==> src/rtl/led_ctrl_pkg.sv <==
// LED pattern controller shared constants.
// Mode codes, register map, CTRL fields, FSM states.
package led_ctrl_pkg;

  localparam logic [2:0] MODE_STATIC = 3'd0;
  localparam logic [2:0] MODE_ROTL   = 3'd1;
  localparam logic [2:0] MODE_ROTR   = 3'd2;
  localparam logic [2:0] MODE_BLINK  = 3'd3;
  localparam logic [2:0] MODE_BOUNCE = 3'd4;

  localparam logic [1:0] ADDR_CTRL    = 2'd0;
  localparam logic [1:0] ADDR_PERIOD  = 2'd1;
  localparam logic [1:0] ADDR_PATTERN = 2'd2;
  localparam logic [1:0] ADDR_CURRENT = 2'd3;

  localparam int CTRL_EN      = 0;
  localparam int CTRL_MODE_LO = 1;
  localparam int CTRL_MODE_HI = 3;

  localparam logic [0:0] ST_IDLE = 1'b0;
  localparam logic [0:0] ST_RUN  = 1'b1;

  localparam logic DIR_L = 1'b0;
  localparam logic DIR_R = 1'b1;

  function automatic logic [31:0] rotl(
    input logic [31:0] v
  );
    return {v[30:0], v[31]};
  endfunction

  function automatic logic [31:0] rotr(
    input logic [31:0] v
  );
    return {v[0], v[31:1]};
  endfunction

endpackage

==> src/rtl/led_ctrl_if.sv <==
// Peripheral bus bundle for the LED controller.
// CPU bridge is master, controller is slave.
interface led_ctrl_if;

  logic        bus_we;
  logic        bus_re;
  logic [1:0]  bus_addr;
  logic [31:0] bus_wdata;
  logic [31:0] bus_rdata;

  modport master (
    output bus_we,
    output bus_re,
    output bus_addr,
    output bus_wdata,
    input  bus_rdata
  );

  modport slave (
    input  bus_we,
    input  bus_re,
    input  bus_addr,
    input  bus_wdata,
    output bus_rdata
  );

endinterface

==> src/rtl/led_ctrl_tick_gen.sv <==
// Period counter for the LED controller.
// tick is the advance strobe for the current cycle.
module led_tick_gen (
  input  logic        clk_in,
  input  logic        sys_rst,
  input  logic        run,
  input  logic        clear,
  input  logic [31:0] period,
  output logic        tick
);

  logic [31:0] cnt;
  logic [31:0] last;

  // a period of 0 counts like a period of 1
  assign last = (period == 32'd0) ? 32'd0 : period - 32'd1;
  assign tick = run && !clear && (cnt >= last);

  // count while running, wrap on the strobe
  always_ff @(posedge clk_in) begin
    if (sys_rst) begin
      cnt <= '0;
    end else if (!run || clear || tick) begin
      cnt <= '0;
    end else begin
      cnt <= cnt + 32'd1;
    end
  end

endmodule

==> src/rtl/led_ctrl.sv <==
// Memory-mapped 32-LED pattern controller.
// Registers, reload logic and registered pin drive.
module led_ctrl
  import led_ctrl_pkg::*;
#(
  parameter logic [31:0] DEFAULT_PERIOD  = 32'd25_000_000,
  parameter logic [31:0] DEFAULT_PATTERN = 32'h0000_0001
) (
  input  logic        clk_in,
  input  logic        sys_rst,
  led_ctrl_if.slave   bus,
  output logic        tick,
  output logic [31:0] led_light
);

  logic        en_q, en_n;
  logic [2:0]  mode_q, mode_n;
  logic [31:0] period_q, period_n;
  logic [31:0] pattern_q, pattern_n;
  logic [31:0] led_q, led_n;
  logic        dir_q, dir_n;
  logic        phase_q, phase_n;
  logic [0:0]  state_q, state_n;
  logic [31:0] rdata_q, rd_val;
  logic [31:0] light_n;
  logic        wr_ctrl, wr_period, wr_pattern;
  logic        wr, step;

  assign wr_ctrl    = bus.bus_we && (bus.bus_addr == ADDR_CTRL);
  assign wr_period  = bus.bus_we && (bus.bus_addr == ADDR_PERIOD);
  assign wr_pattern = bus.bus_we && (bus.bus_addr == ADDR_PATTERN);
  assign wr         = wr_ctrl || wr_period || wr_pattern;

  assign bus.bus_rdata = rdata_q;

  led_tick_gen u_tick (
    .clk_in (clk_in),
    .sys_rst(sys_rst),
    .run    (state_q == ST_RUN),
    .clear  (wr),
    .period (period_q),
    .tick   (step)
  );

  // next register image: a write reloads, else a strobe advances
  always_comb begin
    en_n      = en_q;
    mode_n    = mode_q;
    period_n  = period_q;
    pattern_n = pattern_q;
    led_n     = led_q;
    dir_n     = dir_q;
    phase_n   = phase_q;
    if (wr_ctrl) begin
      en_n   = bus.bus_wdata[CTRL_EN];
      mode_n = bus.bus_wdata[CTRL_MODE_HI:CTRL_MODE_LO];
    end
    if (wr_period) period_n = bus.bus_wdata;
    if (wr_pattern) pattern_n = bus.bus_wdata;
    if (wr) begin
      led_n   = pattern_n;
      dir_n   = DIR_L;
      phase_n = 1'b0;
    end else if (step) begin
      unique case (1'b1)
        mode_q == MODE_ROTL:  led_n = rotl(led_q);
        mode_q == MODE_ROTR:  led_n = rotr(led_q);
        mode_q == MODE_BLINK: phase_n = ~phase_q;
        mode_q == MODE_BOUNCE: begin
          if (dir_q == DIR_L) begin
            if (led_q[31]) begin
              dir_n = DIR_R;
              led_n = rotr(led_q);
            end else begin
              led_n = rotl(led_q);
            end
          end else begin
            if (led_q[0]) begin
              dir_n = DIR_L;
              led_n = rotl(led_q);
            end else begin
              led_n = rotr(led_q);
            end
          end
        end
        default: ;
      endcase
    end
  end

  // FSM follows en; pins are built from next-state values
  always_comb begin
    state_n = en_n ? ST_RUN : ST_IDLE;
    light_n = '1;
    if (state_n == ST_RUN) begin
      if (mode_n == MODE_BLINK && phase_n) begin
        light_n = '1;
      end else begin
        light_n = ~led_n;
      end
    end
  end

  // read mux over the pre-write register values
  always_comb begin
    rd_val = '0;
    unique case (1'b1)
      bus.bus_addr == ADDR_CTRL:    rd_val = {28'd0, mode_q, en_q};
      bus.bus_addr == ADDR_PERIOD:  rd_val = period_q;
      bus.bus_addr == ADDR_PATTERN: rd_val = pattern_q;
      default:                      rd_val = led_q;
    endcase
  end

  // state, read data and pin registers
  always_ff @(posedge clk_in) begin
    if (sys_rst) begin
      en_q      <= 1'b0;
      mode_q    <= MODE_STATIC;
      period_q  <= DEFAULT_PERIOD;
      pattern_q <= DEFAULT_PATTERN;
      led_q     <= DEFAULT_PATTERN;
      dir_q     <= DIR_L;
      phase_q   <= 1'b0;
      state_q   <= ST_IDLE;
      rdata_q   <= '0;
      tick      <= 1'b0;
      led_light <= '1;
    end else begin
      en_q      <= en_n;
      mode_q    <= mode_n;
      period_q  <= period_n;
      pattern_q <= pattern_n;
      led_q     <= led_n;
      dir_q     <= dir_n;
      phase_q   <= phase_n;
      state_q   <= state_n;
      if (bus.bus_re) rdata_q <= rd_val;
      tick      <= step;
      led_light <= light_n;
    end
  end

endmodule
==> src/flat_wrapper.sv <==
// flat-port wrapper written by rule: the top's interface ports become plain ports
module led_ctrl_flat import led_ctrl_pkg::*;
#(
  parameter logic [31:0] DEFAULT_PERIOD  = 32'd25_000_000,
  parameter logic [31:0] DEFAULT_PATTERN = 32'h0000_0001
)
  (clk_in, sys_rst, tick, led_light, bus_bus_we, bus_bus_re, bus_bus_addr, bus_bus_wdata, bus_bus_rdata);
  led_ctrl_if bus_i ();
  input  logic clk_in;
  input  logic sys_rst;
  output logic tick;
  output logic [31:0] led_light;
  input wire logic [$bits(bus_i.bus_we)-1:0] bus_bus_we;
  input wire logic [$bits(bus_i.bus_re)-1:0] bus_bus_re;
  input wire logic [$bits(bus_i.bus_addr)-1:0] bus_bus_addr;
  input wire logic [$bits(bus_i.bus_wdata)-1:0] bus_bus_wdata;
  output wire logic [$bits(bus_i.bus_rdata)-1:0] bus_bus_rdata;
  assign bus_i.bus_we = bus_bus_we;
  assign bus_i.bus_re = bus_bus_re;
  assign bus_i.bus_addr = bus_bus_addr;
  assign bus_i.bus_wdata = bus_bus_wdata;
  assign bus_bus_rdata = bus_i.bus_rdata;
  led_ctrl #(.DEFAULT_PERIOD(DEFAULT_PERIOD), .DEFAULT_PATTERN(DEFAULT_PATTERN)) u_core (.clk_in(clk_in), .sys_rst(sys_rst), .bus(bus_i), .tick(tick), .led_light(led_light));
endmodule
==> config.mk <==
export PLATFORM = sky130hd
export DESIGN_NAME = led_ctrl_flat
export DESIGN_NICKNAME = d
export VERILOG_FILES = /design/src/rtl/led_ctrl_pkg.sv /design/src/rtl/led_ctrl_if.sv /design/src/rtl/led_ctrl_tick_gen.sv /design/src/rtl/led_ctrl.sv /design/src/flat_wrapper.sv
export SDC_FILE = /design/constraint.sdc
export NUM_CORES = 1
export LEC_CHECK = 0
export ABC_CLOCK_PERIOD_IN_PS = 5100
export CAP_MARGIN = 20
export CORE_MARGIN = 4
export CORE_UTILIZATION = 57
export DETAILED_ROUTE_END_ITERATION = 7
export PLACE_DENSITY = 0.91
export SLEW_MARGIN = 20
export SYNTH_ARGS = -nofsm -noshare
export SYNTH_HDL_FRONTEND = slang
export SYNTH_SLANG_ARGS = --single-unit
==> constraint.sdc <==
create_clock -name clk_in -period 5.1 [get_ports clk_in]
set_input_delay 0.51 -clock clk_in [delete_from_list [all_inputs] [get_ports clk_in]]
set_output_delay 0.51 -clock clk_in [all_outputs]
set_load 0.02 [all_outputs]
=== Word-level counts from Yosys, hierarchy flattened ===
Cells that the tools add are included.

* Flip-flop bits (word level): 200
* Memories: 0
* Bits in writable memories: 0
* ROM bits: 0
* Output and inout port bits: 65
* Bits of input ports: 38
* Bits in latches: 0

* Eq/ne operators: 7
* Reduce and logical (&&, ||, !) cells: 18
* Divide/modulo/power cells: 0
* Multiplexer cells: 18
* Multipliers: 0
* $add $sub $neg: 2
* Shift-type cells: 0
* Bitwise logic cells: 3
* $lt $le $gt $ge: 1

{| class="wikitable"
|+ Operator list
! kind !! number
|-
| 32-bit 2-to-1 mux || 7
|-
| 32-bit case mux with 3 select lines || 2
|-
| 32-bit by 1-bit adder with 32-bit output (second input constant) || 1
|-
| 32-bit >= comparator || 1
|-
| 32-bit logical NOT || 1
|-
| 32-bit inverter || 1
|-
| 32-bit by 1-bit subtractor with 32-bit output (second input constant) || 1
|-
| 3-bit by 2-bit == test with 1-bit output (second input constant) || 3
|-
| 1-bit 2-to-1 mux || 8
|-
| 1-bit logical AND || 6
|-
| 1-bit logical OR || 4
|-
| 2-bit OR reduction || 2
|-
| 3-bit by 1-bit == test with 1-bit output (second input constant) || 1
|-
| 3-bit == test (second input constant) || 1
|-
| 3-bit 2-to-1 mux || 1
|-
| 3-bit OR reduction || 1
|-
| 2-bit by 1-bit == test with 1-bit output (second input constant) || 1
|-
| 2-bit == test (second input constant) || 1
|-
| 1-bit logical NOT || 2
|-
| 2-bit logical NOT || 1
|-
| 1-bit inverter || 2
|-
| 2-bit AND reduction || 1
|}

=== Longest topological paths before layout ===
* Word-level depth: 11
* Gate-level depth with buffers: 19

=== Modules after synthesis ===
A second synthesis with hierarchy kept.

* Cell total of the unflattened synthesis: 1,150
* Area, all modules: 10,124.7 µm²

{| class="wikitable"
|+ Modules (own cells, without submodules)
! module !! area an instance (µm²) !! cells an instance !! sequential area each (µm²) !! times used
|-
| led_ctrl || 7,234.4 || 779 || 3,343.2 || 1
|-
| led_tick_gen || 2,890.3 || 371 || 640.6 || 1
|}

=== Least setup slack after synthesis ===
Ideal clock, no wire load.

* Path kind: reg2reg
* From: register u_core.period_q[13]
* To: register u_core.led_q[0]
* Stages on the path, launching flop included: 17
* Arrival: 3.956 ns
* Required time: 4.966 ns
* Library setup time: 0.134 ns
* Slack: 1.010 ns
* Period minus slack after synthesis: 4.090 ns
* Path through: dfxtp_1 -> or4_4 -> nor4_4 -> nand4_2 -> or3_4 -> nor4_4 -> xor2_1 -> nand2_1 -> ha_1 -> a21oi_1 -> nand2_1 -> a221oi_1 -> nand2_1 -> o21ai_2 -> buf_2 -> nor3_1 -> or4_1

* Cells in the longest elaborated chain, start to end: 6

{| class="wikitable"
|+ Ends and longest elaborated chain
! what !! RTL line !! RTL
|-
| start: declaration || led_ctrl.sv:18 || <nowiki>logic [31:0] period_q, period_n;</nowiki>
|-
| start signal: assignment || led_ctrl.sv:132 || <nowiki>period_q <= period_n;</nowiki>
|-
| 32-bit by 1-bit subtractor with 32-bit output or 32-bit logical NOT (tied branches) || led_ctrl_tick_gen.sv:16 || <nowiki>assign last = (period == 32'd0) ? 32'd0 : period - 32'd1;</nowiki>
|-
| 32-bit 2-to-1 mux * || led_ctrl_tick_gen.sv:16 ||
|-
| 32-bit >= comparator * || led_ctrl_tick_gen.sv:17 || <nowiki>assign tick = run && !clear && (cnt >= last);</nowiki>
|-
| 1-bit logical AND * || led_ctrl_tick_gen.sv:17 ||
|-
| 32-bit 2-to-1 mux * || led_ctrl.sv:64 || <nowiki>end else if (step) begin</nowiki>
|-
| 32-bit 2-to-1 mux * || led_ctrl.sv:60 || <nowiki>if (wr) begin</nowiki>
|-
| end signal: assignment || led_ctrl.sv:134 || <nowiki>led_q <= led_n;</nowiki>
|-
| end: declaration || led_ctrl.sv:20 || <nowiki>logic [31:0] led_q, led_n;</nowiki>
|}

Every way passes the cells marked *; elsewhere a longest branch is shown, timed or not.
A chain may end at the register's enable or synchronous reset.

=== Final worst setup path ===
Same ends and word-level chain as after synthesis.

==> metrics <==
Wirelength per Cell between 15 and 20 um; Crit path buffers/inverters 1; Filler cells 1,279; die footprint slightly below 0.02 mm^2; Final Hold Viols 0; worst slew pin tran roughly 1.0 ns; DRT Wirelength between 20,000 and 30,000 um; Rel. slew slack 31.2%; Max Clock Freq 213 MHz; Ys Warns 0; GRT Overall Usage between 20% and 30%; Final Cycle Share between 90 and 100%; count of final setup violators 0; final cell count without fillers 1,438; antenna viol nets, final 0; global-route wire length before repair about 45,000 um; leakage 4.69 nW; Syn Inst Count between 1,000 and 1,500; Final Slew Violations 0; WP data required about 5.4 ns; Longest Clk Path Bufs 2; CTS tree done; Clock Sinks about 200; CTS Buf Count 17; critical path's slowest cell or4_4; Layout Area Growth over Synthesis 17.0%; Max VDD drop around 260 uV; status complete, no violations; final core utilization about two thirds; FF+latch area 0.00398 mm^2; flops & latches, synth between 150 and 200; Via-to-Cell Ratio 6.27; DRC 0; sequential-to-total area share from yosys stat roughly two fifths; initial DRC count 840; Critical Path Fanout Max 23; placed insts roughly 1,400; Syn Area/Cell 8.73 um^2; hold_buf cts 0; largest net degree at the start of global routing 90; n_diodes 0; Post-synth EDFFs 0; initial antenna violation count 0; overall power ~3.3 mW; Worst setup SP type flop; Pwr per Cell Area around 280 mW/mm^2; number of distinct library cells after synthesis 64; total grt overflow 0; GP Congestion 0.843; TritonRoute pass-1 iters 6; core area between 0.015 and 0.02 mm^2; worst skew pair latency ~0.44 ns; Top delay family on crit path simple AND/OR/NAND/NOR gates; Rows 48; Final nets roughly 1,300; WP data arrival between 5 and 6 ns; root cell of the clock tree clkbuf_16; DIE HEIGHT 140 um; Mapped Nets 1,216; via count of the routed design 9,017; CP Class flop to flop; Setup Buffers After CTS 0; Worst Skew about 0.019 ns; asr flop ratio synth 0%; Top FF cell, synth dfxtp_1; setup tns final 0 ns; Mapped Area between 0.009 and 0.01 mm^2; RSZ-0062 raised after global routing false; clk slew on worst S/H paths 0.07 ns; share of cells above drive strength 1 a little under a tenth; placed cell area 0.0111 mm^2; Initial Util just under 60%; die width between 100 and 150 um; CP Capture Type flop; DPL Wire Length 18,400 um; Ports 103; CP most frequent cell nand2_1; max-cap viol count 0; minimum clock period roughly 4.7 ns; IO buf count 102; H-tree depth 4; worst min path class input port to flop; Design Area, Final about 0.012 mm^2; critical path, cell by cell or4_4, nor4_4, nand4_2, or3_4, nor4_4, xor2_1, nand2_1, ha_1, a21oi_1, nand2_1, a221oi_1, nand2_1, o21ai_4, buf_4, nor3_1, or4_1; vias in the first global route 8,770; slowest stage delay, CP 0.60 ns; post-CTS sizing 0; Multi-input gate area roughly 0.0056 mm^2
## synthesized netlist by cell type (3+ instances only)
cell,n,share of area [%]
nand2_1,131,4.9
mux4_2,4,0.90
nor2b_1,7,0.44
nor3_1,36,1.8
nor4_1,7,0.44
mux2i_1,41,4.1
nand3b_1,5,0.38
buf_2,9,0.45
nand2b_1,9,0.56
o31a_1,29,2.5
o21a_1,4,0.30
nor3_2,11,1.1
o31ai_1,30,2.3
or3_1,3,0.19
inv_1,11,0.41
mux2_2,30,3.4
nand4_1,19,1.2
nand3_1,27,1.4
buf_1,13,0.49
a22oi_1,57,4.3
ha_1,35,4.4
a21oi_1,40,2.0
xor2_1,31,2.7
o21ai_0,10,0.50
a211oi_1,28,2.1
xnor2_1,26,2.3
and4_1,3,0.26
and2_1,6,0.38
clkbuf_1,57,2.1
and3_1,32,2.0
dfxtp_1,199,40
nor2_1,156,5.9
## per-layer routing
layer | vias to the layer above | wire (um) | track usage [%] | part of all wire (%)
met5 | - | 0 | 0 | 0
met4 | 0 | 612 | 9.54 | 2.2
met3 | 60 | 2450 | 6.04 | 8.9
met2 | 463 | 13000 | 44.7 | 48
met1 | 4277 | 11300 | 36.4 | 41
li1 | 4217 | - | - | -
## sequential cells by signal, summed over array words and instances, names as in the netlist
register / cells
u_core.bus.bus_rdata: 32
u_core.dir_q: 1
u_core.led_light: 32
u_core.led_q: 32
u_core.mode_q: 3
u_core.pattern_q: 32
u_core.period_q: 32
u_core.phase_q: 1
u_core.state_q: 1
u_core.tick: 1
u_core.u_tick.cnt: 32
## cell usage in the layout, fill, tap and decap left out, types with 5 or more instances in the layout
master	count
a211oi_1	28
a21oi_1	39
a22oi_1	57
and2_1	6
and3_1	31
buf_4	17
clkbuf_16	17
clkdlybuf4s50_1	99
dfxtp_1	199
ha_1	35
inv_1	11
mux2_2	30
mux2i_1	41
nand2_1	130
nand2b_1	9
nand3_1	27
nand3b_1	5
nand4_1	19
nor2_1	156
nor2b_1	6
nor3_1	36
nor3_2	11
nor4_1	7
o21ai_0	10
o31a_1	29
o31ai_1	30
xnor2_1	26
xor2_1	31
## final cells by class
class | count | share of cell area [%]
multi-input cells | 852 | 48.4
flip-flops and latches | 199 | 34.1
clock buffers | 17 | 3.64
inverters | 12 | 0.386
clock inverters | 14 | 1.18
repair buffers | 119 | 9.84
well taps | 225 | 2.41
## final timing paths
| path | start | end | slack (ns) | depth (start not counted) |
|---|---|---|---|---|
| max | u_core.period_q[13]$_SDFFE_PP1P_ | u_core.led_q[0]$_SDFF_PP1_ | 0.40 | 16 |
| min reg2reg | u_core.bus.bus_rdata[8]$_SDFFE_PP0P_ | u_core.bus.bus_rdata[8]$_SDFFE_PP0P_ | 0.49 | 2 |
| min | sys_rst | u_core.bus.bus_rdata[29]$_SDFFE_PP0P_ | 0.28 | 2 |
| max reg2reg | u_core.period_q[13]$_SDFFE_PP1P_ | u_core.led_q[0]$_SDFF_PP1_ | 0.40 | 16 |
## logic make-up after synthesis
| logic type | after synthesis | share of synthesized area (%) |
|---|---|---|
| adders and majority gates | 35 | 4.39 |
| muxes | 75 | 8.40 |
| DFF | 199 | 39.9 |
| AOI/OAI and AO/OA | 219 | 16.0 |
| xor gates and xnor gates | 57 | 5.01 |
| buffers and inverters | 92 | 3.65 |
| and+or+nand+nor | 466 | 22.6 |
## through the flow
stage          hold WS, ns  setup WS (ns)
3_5_place_dp         0.473          0.454
6_report             0.279          0.400
2_1_floorplan        0.441           1.01
4_1_cts              0.276          0.434
5_1_grt              0.277         0.0717
3_3_place_gp         0.452          0.631
## power by group
part	total, mW	leakage [nW]	internal [mW]	switching (mW)
sequential	1.64	1.62	1.60	0.0459
combinational	0.351	2.79	0.146	0.205
clock	1.30	0.279	0.646	0.659
Power figures use the tool's default switching activity.
